### config.mk
export PLATFORM = sky130hd
export DESIGN_NAME = flopskid
export DESIGN_NICKNAME = d
export VERILOG_FILES = /design/src/rtl/flopskid_pkg.sv /design/src/rtl/flopenar.sv /design/src/rtl/flopskid.sv
export SDC_FILE = /design/constraint.sdc
export NUM_CORES = 1
export LEC_CHECK = 0
export ABC_CLOCK_PERIOD_IN_PS = 2650
export CAP_MARGIN = 40
export CELL_PAD_IN_SITES_DETAIL_PLACEMENT = 1
export CELL_PAD_IN_SITES_GLOBAL_PLACEMENT = 1
export CORE_ASPECT_RATIO = 0.6
export CORE_MARGIN = 2
export CORE_UTILIZATION = 41
export CTS_CLUSTER_DIAMETER = 50
export DETAILED_ROUTE_END_ITERATION = 7
export GPL_TIMING_DRIVEN = 0
export PLACE_DENSITY = 0.76
export SYNTH_ARGS = -nofsm -noshare
export SYNTH_HDL_FRONTEND = slang
export SYNTH_SLANG_ARGS = --single-unit
### constraint.sdc
create_clock -name clk -period 2.65 [get_ports clk]
set_clock_uncertainty 0.2 [all_clocks]
set_input_delay 0.53 -clock clk [delete_from_list [all_inputs] [get_ports clk]]
set_output_delay 0.53 -clock clk [all_outputs]
set_load 0.1 [all_outputs]
### src/rtl/flopskid_pkg.sv
// Shared types and constants for the flopskid two-entry skid buffer.
package flopskid_pkg;

  typedef enum logic [1:0] {SKID_EMPTY, SKID_ONE, SKID_FULL} skid_state_t;

  localparam int STALLCNT_W = 32;

endpackage

### src/rtl/flopenar.sv
// Enable register with asynchronous active-low reset to zero.
module flopenar #(
  parameter int WIDTH = 64
) (
  input  logic             clk,
  input  logic             reset_n,
  input  logic             en,
  input  logic [WIDTH-1:0] d,
  output logic [WIDTH-1:0] q
);

  always_ff @(posedge clk or negedge reset_n) begin
    if (!reset_n) q <= '0;
    else if (en)  q <= d;
  end

endmodule

### src/rtl/flopskid.sv
// Two-entry ready/valid skid buffer (main + skid register) with synchronous flush.
// Optional producer-stall counter enabled by defining FLOPSKID_STALLCNT_EN.
module flopskid
  import flopskid_pkg::*;
#(
  parameter int WIDTH = 64
) (
  input  logic                  clk,
  input  logic                  reset_n,
  input  logic                  flush,
  input  logic                  in_valid,
  output logic                  in_ready,
  input  logic [WIDTH-1:0]      in_data,
  output logic                  out_valid,
  input  logic                  out_ready,
  output logic [WIDTH-1:0]      out_data,
`ifdef FLOPSKID_STALLCNT_EN
  output logic [STALLCNT_W-1:0] stall_cnt,
`endif
  output skid_state_t           dbg_state
);

  // Handshake: a beat moves when valid & ready are both high at a posedge;
  // valid never waits on ready, and in_ready depends only on state and flush.
  skid_state_t      state_q, state_d;
  logic             in_fire, out_fire;
  logic             main_en, skid_en;
  logic [WIDTH-1:0] main_d, main_q, skid_q;

  assign in_ready  = (state_q != SKID_FULL) & ~flush;
  assign out_valid = (state_q != SKID_EMPTY);
  assign in_fire   = in_valid & in_ready;
  assign out_fire  = out_valid & out_ready;
  assign out_data  = main_q;
  assign dbg_state = state_q;

  always_ff @(posedge clk or negedge reset_n) begin
    if (!reset_n) state_q <= SKID_EMPTY;
    else          state_q <= state_d;
  end

  always_comb begin
    state_d = state_q;
    main_en = 1'b0;
    skid_en = 1'b0;
    main_d  = in_data;
    if (flush) begin
      state_d = SKID_EMPTY;
    end else begin
      case (state_q)
        SKID_EMPTY: begin
          if (in_fire) begin
            main_en = 1'b1;
            state_d = SKID_ONE;
          end
        end
        SKID_ONE: begin
          if (in_fire && out_fire) begin
            main_en = 1'b1;
          end else if (in_fire) begin
            skid_en = 1'b1;
            state_d = SKID_FULL;
          end else if (out_fire) begin
            state_d = SKID_EMPTY;
          end
        end
        SKID_FULL: begin
          // in_ready is low here, so only the drain path can move data.
          if (out_fire) begin
            main_en = 1'b1;
            main_d  = skid_q;
            state_d = SKID_ONE;
          end
        end
        default: state_d = SKID_EMPTY;
      endcase
    end
  end

  flopenar #(.WIDTH(WIDTH)) u_main (
    .clk     (clk),
    .reset_n (reset_n),
    .en      (main_en),
    .d       (main_d),
    .q       (main_q)
  );

  flopenar #(.WIDTH(WIDTH)) u_skid (
    .clk     (clk),
    .reset_n (reset_n),
    .en      (skid_en),
    .d       (in_data),
    .q       (skid_q)
  );

`ifdef FLOPSKID_STALLCNT_EN
  logic [STALLCNT_W-1:0] stall_q;

  // Saturating count of cycles the producer is held off, flush cycles included.
  always_ff @(posedge clk or negedge reset_n) begin
    if (!reset_n)
      stall_q <= '0;
    else if (in_valid && !in_ready && (stall_q != {STALLCNT_W{1'b1}}))
      stall_q <= stall_q + 1'b1;
  end

  assign stall_cnt = stall_q;
`endif

endmodule

==> impl_metrics.tcl <==
set metrics [dict create \
    drtAntennaViolNets 0 \
    drc 0 \
    drive_above_1_share_pct 52.7 \
    synthDistinctLibCells 18 \
    vias 3832 \
    coreArea_mm2 0.0139 \
    grt-busiest-layer "met2" \
    cts.sinks 130 \
    portBuffers 136 \
    first_iter_violations 91 \
    yosysSeqAreaShare_pct 55.0 \
    synth-edff-count 0 \
    grt_pass1_wl_um 25800 \
    fill_cells 1240 \
    root_buffer "clkbuf_16" \
    ys_ff_latch 130 \
    worst_pin_slew_ns 0.561 \
    synth_top_cells_by_area "dfrtp_1, mux2_2, mux2_4" \
    via_per_inst 4.86 \
    wl_per_cell_um 20.3 \
    worstPathRequired_ns 1.92 \
    hp-start "u_main.q[59]$_DFFE_PN0P_" \
    syn_area_mm2 0.00592 \
    crit_path_start_kind "flip-flop" \
    fin_crit_ns 2.60 \
    multi_input_area_mm2 0.00250 \
    cp.arrival_ns 1.87 \
    hpwlAfterDp_um 11400 \
    grt_max_degree 86 \
    finalCoreUtilization_pct 67.5 \
    yosysMostFrequentCell "dfrtp_1" \
    hold_viol_final 0 \
    antenna_found_initial 0 \
    finalPower_w 0.00869 \
    synth_top_area_cell "dfrtp_1" \
    cts_buffers 17 \
    synth_flop_cell "dfrtp_1" \
    cp-end-kind "output port" \
    die-area_mm2 0.0154 \
    grt_usage_pct 21.9 \
    use_met2_pct 39.8 \
    startpoint "dbg_state[0]$_DFFE_PN0P_" \
    drt_wl_total_um 16000 \
    cp_max_fo 7 \
    final-seq-area_mm2 0.00325 \
    met3_usage_pct 4.69 \
    holdWs_ns 0.302 \
    use_met1_pct 26.2 \
    rsz0062_at_grt "no" \
    syn2layout_area_growth_pct 58.3 \
    dieHeight_um 97.1 \
    crit_path_cell_trace "or2_2 > clkdlybuf4s50_1 > buf_8" \
    worst_path_max_delay_cell "dfrtp_2" \
    die_w_um 159 \
    routabilityCongestion 0.721 \
    synthesis.nets 426 \
    r2r-start "dbg_state[1]$_DFFE_PN0P_" \
    setup_viol_count_final 0 \
    min_period_over_period_pct 98.2 \
    ir_drop_mv 0.550 \
    start_util_pct 42.7 \
    top_level_ports 137 \
    worstSetupPathType "flip-flop to output port" \
    clk_path_buf_depth 2 \
    rows 33 \
    power_density_mw_per_mm2 927 \
    relSlewSlack_pct 62.5 \
    synth_warnings 0 \
    grt_overflow_total 0 \
    first_global_vias 4573 \
    cellLeakagePower_nw 4.08 \
    synthTopCellsByCount "dfrtp_1, mux2_2, mux2_4" \
    synthCells 357 \
    tritoncts "built" \
    min_path_type "flip-flop to flip-flop" \
    slew_viol_final 0 \
    async_flop_share_pct 100 \
    clk_latency_ns 0.41 \
    crit_path_max_incr_delay_ns 0.49 \
    status "complete, no violations" \
    yosysTopAreaCellShare_pct 55.0 \
    h-tree-depth 4 \
    setup_tns_ns 0 \
    fmax_mhz 384 \
    syn_avg_cell_area_um2 16.6 \
    nets 653 \
    clk_pin_slew_ns 0.06 \
    cap_violations 0 \
    diodes 0 \
    drtPass1Iterations 4 \
]
placed cells by master (no fill, tap or decap), drive strengths merged, types with 2 or more instances in the layout:
cell / Yosys / layout
nor2b: 2 / 2
clkinvlp: 0 / 3
clkbuf: 0 / 18
dfrtp: 130 / 130
a21oi: 2 / 2
clkdlybuf4s50: 0 / 134
clkinv: 0 / 6
buf: 19 / 91
nor2: 4 / 4
mux2: 192 / 192
bufinv: 0 / 3
critical path, delay by kind of cell (launching register included):
family	cells	cell delay, ns
buf+inv	2	0.66
flops	1	0.49
simple gates	1	0.32
cells by family after synthesis:
group / after synthesis / synth area share, %
flip-flops: 130 / 55.0
buffers and inverters: 19 / 2.98
AND/OR/NAND/NOR: 11 / 0.993
multiplexers: 193 / 40.5
AO/OA/AOI/OAI: 4 / 0.571
sequential cells by signal (all words and copies together), names as in the netlist:
signal / flops
u_main.q: 64
dbg_state: 2
u_skid.q: 64
power by group:
group	total (W)	leakage, nW	internal (W)	switching, W
logic	0.00358	2.24	0.00153	0.00206
registers	0.00275	1.56	0.00246	0.000288
clock network	0.00236	0.282	0.00147	0.000882
what timing repair did:
action	in CTS	in global routing
resized for setup	2	3
endpoints found under the setup margin	1	5
endpoints found under the hold margin	45	0
cloned	0	0
buffers inserted	0	2
pin swaps	0	1
hold buffers	1	0
metal layers:
layer | part of all wire, % | wire, um
met5 | 0 | 0
met4 | 1.3 | 205
met3 | 3.4 | 538
met2 | 53 | 8550
met1 | 42 | 6730
through the flow:
step           setup WS, ns  std cells  instance area [um^2]
2_1_floorplan       -0.0762        357                  5930
3_3_place_gp          -4.34        685                  7530
3_5_place_dp         -0.284        754                  8730
4_1_cts             0.00215        786                  9330
5_1_grt              0.0146        788                  9370
6_report             0.0469        788                  9370
cell type report:
class / instances / share of cell area [%]
Clock buffer: 18 / 4.58
Tap cell: 192 / 2.56
Clock inverter: 13 / 1.74
Sequential cell: 130 / 34.7
Buffer: 19 / 1.88
Timing Repair Buffer: 208 / 27.8
Multi-Input combinational cell: 208 / 26.7
path summary, 6_finish.rpt:
kind / to / slack [ns] / cells after the start
hold / removal: u_main.q[59]$_DFFE_PN0P_ / 0.30 / 1
setup reg to reg: u_skid.q[24]$_DFFE_PN0P_ / 0.42 / 4
setup / recovery: out_valid / 0.05 / 3
max in group asynchronous: u_skid.q[15]$_DFFE_PN0P_ / 1.03 / 3
hold reg to reg: u_main.q[59]$_DFFE_PN0P_ / 0.30 / 1
min in group asynchronous: u_skid.q[33]$_DFFE_PN0P_ / 0.47 / 2
(Power assumes the default switching activity.)
